[config.mk]
export PLATFORM = sky130hd
export DESIGN_NAME = rx_tlp_dllp_arbiter_flat
export DESIGN_NICKNAME = d
export VERILOG_FILES = /design/src/rtl/rx_tlp_dllp_arbiter_if.sv /design/src/rtl/rx_tlp_dllp_arbiter.sv /design/src/flat_wrapper.sv
export SDC_FILE = /design/constraint.sdc
export NUM_CORES = 1
export LEC_CHECK = 0
export CAP_MARGIN = 20
export CORE_MARGIN = 5
export CORE_UTILIZATION = 42
export CTS_CLUSTER_SIZE = 8
export DETAILED_ROUTE_END_ITERATION = 8
export DONT_BUFFER_PORTS = 1
export SYNTH_ARGS = -nofsm -noshare
export SYNTH_HDL_FRONTEND = slang
export SYNTH_SLANG_ARGS = --single-unit
export TNS_END_PERCENT = 50
[constraint.sdc]
create_clock -name clk -period 8.01 [get_ports clk]
set_input_delay 1.2015 -clock clk [delete_from_list [all_inputs] [get_ports clk]]
set_output_delay 1.2015 -clock clk [all_outputs]
set_load 0.02 [all_outputs]
[src/rtl/rx_tlp_dllp_arbiter_if.sv]
// rx_tlp_dllp_arbiter_if: bus bundle between the RX packet filter, the TLP/DLLP
// arbiter and the data link layer.
//   tlp_in/tlp_valid, dllp_in/dllp_valid : class beats from the filter (no backpressure)
//   out_data/out_valid/out_is_dllp       : granted beat towards the data link layer
//   out_ready                            : sink accepts the current beat
//   ovf_clr, tlp_ovf, dllp_ovf           : sticky overflow flags and their clear strobe
//   tlp_grant_cnt, dllp_grant_cnt        : accepted-beat counters (only with RX_ARB_STATS_EN)
// modport slave is the arbiter side, modport master is the surrounding logic side.
interface rx_tlp_dllp_arbiter_if #(
  parameter int unsigned DATA_WIDTH = 128
);
  logic [DATA_WIDTH-1:0] tlp_in;
  logic                  tlp_valid;
  logic [DATA_WIDTH-1:0] dllp_in;
  logic                  dllp_valid;
  logic [DATA_WIDTH-1:0] out_data;
  logic                  out_valid;
  logic                  out_is_dllp;
  logic                  out_ready;
  logic                  ovf_clr;
  logic                  tlp_ovf;
  logic                  dllp_ovf;
`ifdef RX_ARB_STATS_EN
  logic [15:0]           tlp_grant_cnt;
  logic [15:0]           dllp_grant_cnt;

  modport slave (
    input  tlp_in, tlp_valid, dllp_in, dllp_valid, out_ready, ovf_clr,
    output out_data, out_valid, out_is_dllp, tlp_ovf, dllp_ovf, tlp_grant_cnt, dllp_grant_cnt
  );

  modport master (
    output tlp_in, tlp_valid, dllp_in, dllp_valid, out_ready, ovf_clr,
    input  out_data, out_valid, out_is_dllp, tlp_ovf, dllp_ovf, tlp_grant_cnt, dllp_grant_cnt
  );
`else
  modport slave (
    input  tlp_in, tlp_valid, dllp_in, dllp_valid, out_ready, ovf_clr,
    output out_data, out_valid, out_is_dllp, tlp_ovf, dllp_ovf
  );

  modport master (
    output tlp_in, tlp_valid, dllp_in, dllp_valid, out_ready, ovf_clr,
    input  out_data, out_valid, out_is_dllp, tlp_ovf, dllp_ovf
  );
`endif
endinterface

[src/rtl/rx_tlp_dllp_arbiter.sv]
// rx_tlp_dllp_arbiter: buffers TLP and DLLP beats in one FIFO per class and
// merges them onto a single registered output. DLLPs have priority, but after
// MAX_DLLP_RUN consecutive DLLP grants with a TLP waiting, one TLP is forced out.
// Ports:
//   clk    : clock, rising edge
//   rst_n  : asynchronous active-low reset
//   bus_io : rx_tlp_dllp_arbiter_if.slave (inputs, output beat, overflow flags)
// Optional feature: define RX_ARB_STATS_EN to add saturating per-class counters
// of accepted output beats (bus_io.tlp_grant_cnt / bus_io.dllp_grant_cnt).
module rx_tlp_dllp_arbiter #(
  parameter int unsigned DATA_WIDTH   = 128,
  parameter int unsigned FIFO_DEPTH   = 4,
  parameter int unsigned MAX_DLLP_RUN = 4
) (
  input logic                  clk,
  input logic                  rst_n,
  rx_tlp_dllp_arbiter_if.slave bus_io
);

  localparam int unsigned PtrW     = $clog2(FIFO_DEPTH);
  localparam logic [PtrW:0] DepthCnt = (PtrW + 1)'(FIFO_DEPTH);
  localparam logic [PtrW:0] PtrOne   = (PtrW + 1)'(1);
  localparam logic [3:0]    MaxRun   = 4'(MAX_DLLP_RUN);
  localparam int unsigned Tlp  = 0;
  localparam int unsigned Dllp = 1;

  typedef enum logic [0:0] {SNormal, SForceTlp} state_e;

  state_e     state_q, state_d;
  logic [3:0] run_q, run_d;

  // Class FIFOs, index Tlp / Dllp. Pointers carry one extra wrap bit.
  logic [DATA_WIDTH-1:0] in_data [2];
  logic [DATA_WIDTH-1:0] mem_q   [2][FIFO_DEPTH];
  logic [DATA_WIDTH-1:0] head    [2];
  logic [PtrW:0]         wr_ptr_q [2];
  logic [PtrW:0]         rd_ptr_q [2];
  logic [PtrW:0]         fill     [2];
  logic [1:0]            in_valid, fifo_ne, fifo_full, push, pop, ovf_set;
  logic [1:0]            ovf_q, ovf_d;

  logic                  load;
  logic                  out_valid_q, out_valid_d;
  logic                  out_is_dllp_q, out_is_dllp_d;
  logic [DATA_WIDTH-1:0] out_data_q, out_data_d;

  assign in_valid      = {bus_io.dllp_valid, bus_io.tlp_valid};
  assign in_data[Tlp]  = bus_io.tlp_in;
  assign in_data[Dllp] = bus_io.dllp_in;

  always_comb begin
    for (int c = 0; c < 2; c++) begin
      fill[c]      = wr_ptr_q[c] - rd_ptr_q[c];
      fifo_ne[c]   = (fill[c] != '0);
      fifo_full[c] = (fill[c] == DepthCnt);
      head[c]      = mem_q[c][rd_ptr_q[c][PtrW-1:0]];
    end
  end

  // A full FIFO still accepts when its head leaves in the same cycle.
  assign push    = in_valid & (~fifo_full | pop);
  assign ovf_set = in_valid & fifo_full & ~pop;

  always_ff @(posedge clk or negedge rst_n) begin
    if (!rst_n) begin
      for (int c = 0; c < 2; c++) begin
        wr_ptr_q[c] <= '0;
        rd_ptr_q[c] <= '0;
      end
    end else begin
      for (int c = 0; c < 2; c++) begin
        if (push[c]) wr_ptr_q[c] <= wr_ptr_q[c] + PtrOne;
        if (pop[c])  rd_ptr_q[c] <= rd_ptr_q[c] + PtrOne;
      end
    end
  end

  // Storage needs no reset: emptiness is defined by the pointers alone.
  always_ff @(posedge clk) begin
    for (int c = 0; c < 2; c++) begin
      if (push[c]) mem_q[c][wr_ptr_q[c][PtrW-1:0]] <= in_data[c];
    end
  end

  // Load opportunity: output register empty or being drained this cycle.
  assign load = ~out_valid_q | bus_io.out_ready;

  // FSM: state register
  always_ff @(posedge clk or negedge rst_n) begin
    if (!rst_n) begin
      state_q <= SNormal;
      run_q   <= 4'd0;
    end else begin
      state_q <= state_d;
      run_q   <= run_d;
    end
  end

  // FSM: next state and DLLP run counter
  always_comb begin
    state_d = state_q;
    run_d   = run_q;
    unique case (state_q)
      SNormal: begin
        if (pop[Dllp] && fifo_ne[Tlp]) begin
          run_d = run_q + 4'd1;
        end else if (pop[Tlp]) begin
          run_d = 4'd0;
        end
        if (!fifo_ne[Tlp]) run_d = 4'd0;
        if (run_d == MaxRun) state_d = SForceTlp;
      end
      SForceTlp: begin
        if (pop[Tlp] || !fifo_ne[Tlp]) begin
          state_d = SNormal;
          run_d   = 4'd0;
        end
      end
      default: begin
        state_d = SNormal;
        run_d   = 4'd0;
      end
    endcase
  end

  // FSM: grant outputs (a grant pops the head of the granted FIFO)
  always_comb begin
    pop = 2'b00;
    if (load) begin
      unique case (state_q)
        SNormal: begin
          if (fifo_ne[Dllp])     pop[Dllp] = 1'b1;
          else if (fifo_ne[Tlp]) pop[Tlp]  = 1'b1;
        end
        SForceTlp: pop[Tlp] = fifo_ne[Tlp];
        default:   pop      = 2'b00;
      endcase
    end
  end

  // Output register; holds its contents while stalled.
  always_comb begin
    out_valid_d   = out_valid_q;
    out_data_d    = out_data_q;
    out_is_dllp_d = out_is_dllp_q;
    if (load) begin
      out_valid_d = |pop;
      if (pop[Dllp]) begin
        out_data_d    = head[Dllp];
        out_is_dllp_d = 1'b1;
      end else if (pop[Tlp]) begin
        out_data_d    = head[Tlp];
        out_is_dllp_d = 1'b0;
      end
    end
  end

  always_ff @(posedge clk or negedge rst_n) begin
    if (!rst_n) begin
      out_valid_q   <= 1'b0;
      out_data_q    <= '0;
      out_is_dllp_q <= 1'b0;
    end else begin
      out_valid_q   <= out_valid_d;
      out_data_q    <= out_data_d;
      out_is_dllp_q <= out_is_dllp_d;
    end
  end

  // Sticky overflow: a new overflow wins over a simultaneous clear.
  assign ovf_d = ovf_set | (ovf_q & {2{~bus_io.ovf_clr}});

  always_ff @(posedge clk or negedge rst_n) begin
    if (!rst_n) ovf_q <= 2'b00;
    else        ovf_q <= ovf_d;
  end

  assign bus_io.out_valid   = out_valid_q;
  assign bus_io.out_data    = out_data_q;
  assign bus_io.out_is_dllp = out_is_dllp_q;
  assign bus_io.tlp_ovf     = ovf_q[Tlp];
  assign bus_io.dllp_ovf    = ovf_q[Dllp];

`ifdef RX_ARB_STATS_EN
  logic        accept;
  logic [15:0] tlp_cnt_q, tlp_cnt_d, dllp_cnt_q, dllp_cnt_d;

  assign accept = out_valid_q & bus_io.out_ready;

  // Increment takes precedence over ovf_clr; counters saturate.
  always_comb begin
    tlp_cnt_d  = bus_io.ovf_clr ? 16'd0 : tlp_cnt_q;
    dllp_cnt_d = bus_io.ovf_clr ? 16'd0 : dllp_cnt_q;
    if (accept && !out_is_dllp_q) begin
      tlp_cnt_d = (tlp_cnt_q == 16'hFFFF) ? 16'hFFFF : tlp_cnt_q + 16'd1;
    end
    if (accept && out_is_dllp_q) begin
      dllp_cnt_d = (dllp_cnt_q == 16'hFFFF) ? 16'hFFFF : dllp_cnt_q + 16'd1;
    end
  end

  always_ff @(posedge clk or negedge rst_n) begin
    if (!rst_n) begin
      tlp_cnt_q  <= 16'd0;
      dllp_cnt_q <= 16'd0;
    end else begin
      tlp_cnt_q  <= tlp_cnt_d;
      dllp_cnt_q <= dllp_cnt_d;
    end
  end

  assign bus_io.tlp_grant_cnt  = tlp_cnt_q;
  assign bus_io.dllp_grant_cnt = dllp_cnt_q;
`endif

endmodule

[src/flat_wrapper.sv]
// flat-port wrapper written by rule: the top's interface ports become plain ports
module rx_tlp_dllp_arbiter_flat 
#(
  parameter int unsigned DATA_WIDTH   = 128,
  parameter int unsigned FIFO_DEPTH   = 4,
  parameter int unsigned MAX_DLLP_RUN = 4
)
  (clk, rst_n, bus_io_tlp_in, bus_io_tlp_valid, bus_io_dllp_in, bus_io_dllp_valid, bus_io_out_ready, bus_io_ovf_clr, bus_io_out_data, bus_io_out_valid, bus_io_out_is_dllp, bus_io_tlp_ovf, bus_io_dllp_ovf);
  rx_tlp_dllp_arbiter_if #(.DATA_WIDTH(DATA_WIDTH)) bus_io_i ();
  input logic clk;
  input logic rst_n;
  input wire logic [$bits(bus_io_i.tlp_in)-1:0] bus_io_tlp_in;
  input wire logic [$bits(bus_io_i.tlp_valid)-1:0] bus_io_tlp_valid;
  input wire logic [$bits(bus_io_i.dllp_in)-1:0] bus_io_dllp_in;
  input wire logic [$bits(bus_io_i.dllp_valid)-1:0] bus_io_dllp_valid;
  input wire logic [$bits(bus_io_i.out_ready)-1:0] bus_io_out_ready;
  input wire logic [$bits(bus_io_i.ovf_clr)-1:0] bus_io_ovf_clr;
  output wire logic [$bits(bus_io_i.out_data)-1:0] bus_io_out_data;
  output wire logic [$bits(bus_io_i.out_valid)-1:0] bus_io_out_valid;
  output wire logic [$bits(bus_io_i.out_is_dllp)-1:0] bus_io_out_is_dllp;
  output wire logic [$bits(bus_io_i.tlp_ovf)-1:0] bus_io_tlp_ovf;
  output wire logic [$bits(bus_io_i.dllp_ovf)-1:0] bus_io_dllp_ovf;
  assign bus_io_i.tlp_in = bus_io_tlp_in;
  assign bus_io_i.tlp_valid = bus_io_tlp_valid;
  assign bus_io_i.dllp_in = bus_io_dllp_in;
  assign bus_io_i.dllp_valid = bus_io_dllp_valid;
  assign bus_io_i.out_ready = bus_io_out_ready;
  assign bus_io_i.ovf_clr = bus_io_ovf_clr;
  assign bus_io_out_data = bus_io_i.out_data;
  assign bus_io_out_valid = bus_io_i.out_valid;
  assign bus_io_out_is_dllp = bus_io_i.out_is_dllp;
  assign bus_io_tlp_ovf = bus_io_i.tlp_ovf;
  assign bus_io_dllp_ovf = bus_io_i.dllp_ovf;
  rx_tlp_dllp_arbiter #(.DATA_WIDTH(DATA_WIDTH), .FIFO_DEPTH(FIFO_DEPTH), .MAX_DLLP_RUN(MAX_DLLP_RUN)) u_core (.clk(clk), .rst_n(rst_n), .bus_io(bus_io_i));
endmodule
==> summary.txt <==
Synthesis
  – XOR/XNOR share of the synthesized area: 0.00240
  – Mux share of post-synthesis cell area: 0.161
  – Compound-Gate Fraction of Synth Area: 0.0182
  – Top_reg_cell synth: edfxtp_1
  – Largest family of logic cells by synthesized area: multiplexers
  – Syn Nets: 2290
  – Asr flop ratio synth: 0.127
  – Avg Cell Area, Syn: 21.8 um^2
  – Simple-gate share of the synthesized area: 0.0161
  – Number of distinct library cells after synthesis: 37
  – Yosys reg bits: about 1200
  – Post-synth EDFFs: 1024
  – Cells after Synth: 2013
  – Mapped Area: 0.0439 mm^2
  – Warnings from Yosys: 0
  – Adder-Cell Fraction of Synth Area: 0.00428
  – Sequential area share after synthesis: 0.786

Timing
  – Crit path time final: roughly 4.5 ns
  – Max-slew headroom: 0.224
  – # setup viols final: 0
  – Setup WS post-layout: 3.52 ns
  – Max Fclk: 223 MHz
  – Part of the cycle the worst path needs: 0.560
  – Max-slew violations: 0
  – RSZ-0062 raised after global routing: no
  – Final Hold Viols: 0
  – Final hold slack: approximately 0.17 ns
  – Setup TNS: 0 ns
  – Setup Skew: roughly 0.026 ns
  – Worst-margin pin slew: 1.16 ns

Detailed routing
  – TritonRoute pass-1 iters: 4
  – Detailed router's first-iteration violation count: 1359
  – WL/cell: between 20 and 30 um
  – Routed via count: a little under 20000
  – Antenna viol nets, final: 0
  – Total wire length: around 100 mm
  – DRC violations left: 0
  – Vias per cell: 5.43

CTS
  – Root Buffer: clkbuf_16
  – Number of post-CTS setup repair buffers: 0
  – CTS tree: done
  – Worst skew pair latency: 0.73 ns
  – H-tree depth: 4
  – Clock-pin slew on the worst setup and hold paths: ~0.050 ns
  – Hold-fix buffers at CTS: 0
  – Clk buf depth: 3
  – Resized Gates After CTS: 0
  – TritonCTS Buffers: 165
  – Clk sinks: 1173

Place
  – Number of port buffers: 0
  – GPL Wtd Cong: 0.747
  – DP Worst Slack: roughly 3.5 ns
  – Final HPWL DP: 56.5 mm

Floorplan
  – I/O pin count: 394
  – Initial Utilization: 0.423
  – Die area: 0.111 mm^2
  – Die height: 333 um
  – Core Footprint: 0.104 mm^2
  – Die Width: 333 um
  – Row cnt: 118

Finish
  – Most frequent cells in the layout: edfxtp_1 (1024), mux4_2 (256), clkbuf_16 (170)
  – Commonest non-fill, non-tap cell in the layout: edfxtp_1
  – Layout cells sized above 1: 0.214
  – Final #Nets: between 2000 and 2500
  – Layout area overhead: 14.7%

Setup path
  – CP Max Fanout: 74
  – Critical Path RT: 8.37 ns
  – Startpoint Class: flip-flop
  – Crit path kind: reg -> reg
  – WP data arrival: 4.84 ns
  – Crit. End Element: flip-flop

Power and ir drop
  – Worst VDD drop: between 0.3 and 0.4 mV
  – Lkg Pwr: 0.0168 uW
  – PwrDens: between 400 and 500 mW/mm^2
  – Tot Pwr: 21200 uW

GRT
  – Antenna violations before repair: 4
  – Vias in the first global route: approximately 21000
  – GRT Residual Overflow: 0
  – First-pass GRT wire length: 148 mm
  – GRT Util Overall: 0.181
  – Largest net degree at the start of global routing: 196

Run status
  – Status: complete, no violations

Flow run
  – Max Cap Viol: 0

Worst hold path
  – Worst hold path class: in -> async
==> metrics by stage <==
step / area [um^2] / util / std cells
6_report: 50300 / 0.485 / 3619
5_1_grt: 50300 / 0.485 / 3617
4_1_cts: 50300 / 0.485 / 3616
3_5_place_dp: 45400 / 0.438 / 3318
3_3_place_gp: 45400 / 0.438 / 3318
2_1_floorplan: 43900 / - / 2013
==> synth_stat cells, drive strengths merged, types with 2 or more instances <==
library cell | instances | area (um^2)
edfxtp | 1024 | 30700
mux4 | 256 | 5770
dfrtp | 149 | 3730
nand2 | 138 | 518
o21ai | 135 | 676
mux2i | 128 | 1280
clkbuf | 52 | 199
buf | 48 | 310
ha | 15 | 188
inv | 10 | 37.5
and3 | 8 | 50.1
xnor2 | 7 | 61.3
nor2 | 6 | 38.8
xor2 | 5 | 43.8
nor2b | 4 | 25.0
nor3 | 4 | 20.0
a21oi | 3 | 15.0
and2 | 3 | 18.8
nand3 | 3 | 15.0
a31oi | 2 | 12.5
nand2b | 2 | 12.5
o2bb2ai | 2 | 17.5
==> critical path, cell delays in order, from the launching register on <==
cell,delay [ns]
dfrtp_4,0.98
inv_1,0.17
ha_1,0.25
nor2b_1,0.14
xnor2_1,0.23
a31oi_1,0.20
o2111ai_1,0.49
and3_4,0.89
buf_12,0.48
==> worst paths after layout <==
kind                               startpoint                           to  slack [ns]  depth (start not counted)
max reg2reg                u_core.rd_ptr_q[1]         u_core.mem_q[0][156]        3.52                          8
min                                     rst_n    u_core.bus_io.out_data[9]        0.17                          0
max in group asynchronous               rst_n  u_core.bus_io.out_data[109]        7.48                          0
min in group clk           u_core.wr_ptr_q[2]           u_core.wr_ptr_q[2]        0.49                          1
min reg2reg                u_core.wr_ptr_q[2]           u_core.wr_ptr_q[2]        0.49                          1
max                        u_core.rd_ptr_q[1]         u_core.mem_q[0][156]        3.52                          8
==> area by class of cell <==
class / instances / area [um^2]
timing repair buffer: 26 / 290
multi-input combinational: 730 / 8890
inverter: 10 / 37.5
fill: 8434 / 53300
clock inverter: 9 / 130
clock buffer: 289 / 4720
tap: 1380 / 1730
sequential: 1173 / 34500
antenna: 2 / 5.00
==> logic make-up (layout without fill, tap and decap cells) <==
group	count (synthesis)	after routing
compound gates	150	150
xor+xnor	12	12
fa+ha+maj	15	15
buf+inv	110	334
flops	1173	1173
mux	384	384
other cells	0	2
simple gates	169	169
==> state kept, by name (all words and copies together) (netlist names) <==
name,cells
u_core.bus_io.out_data,128
u_core.wr_ptr_q,6
u_core.ovf_q,2
u_core.state_q,1
u_core.mem_q,1024
u_core.bus_io.out_is_dllp,1
u_core.run_q,4
u_core.rd_ptr_q,6
u_core.bus_io.out_valid,1
==> power breakdown <==
group	switching, uW	internal, uW	leakage (uW)	total, uW
logic	2960	2200	0.00332	5160
registers	1180	8440	0.0112	9620
clock network	2470	3960	0.00231	6420
==> per-layer routing <==
metal / part of all wire / global-route usage / vias up
met4: 0.029 / 0.0625 / 2
met3: 0.086 / 0.0694 / 157
met2: 0.50 / 0.296 / 584
li1: - / - / 8436
met5: 0.00020 / 0 / -
met1: 0.39 / 0.223 / 10459
(Power assumes the default switching activity.)
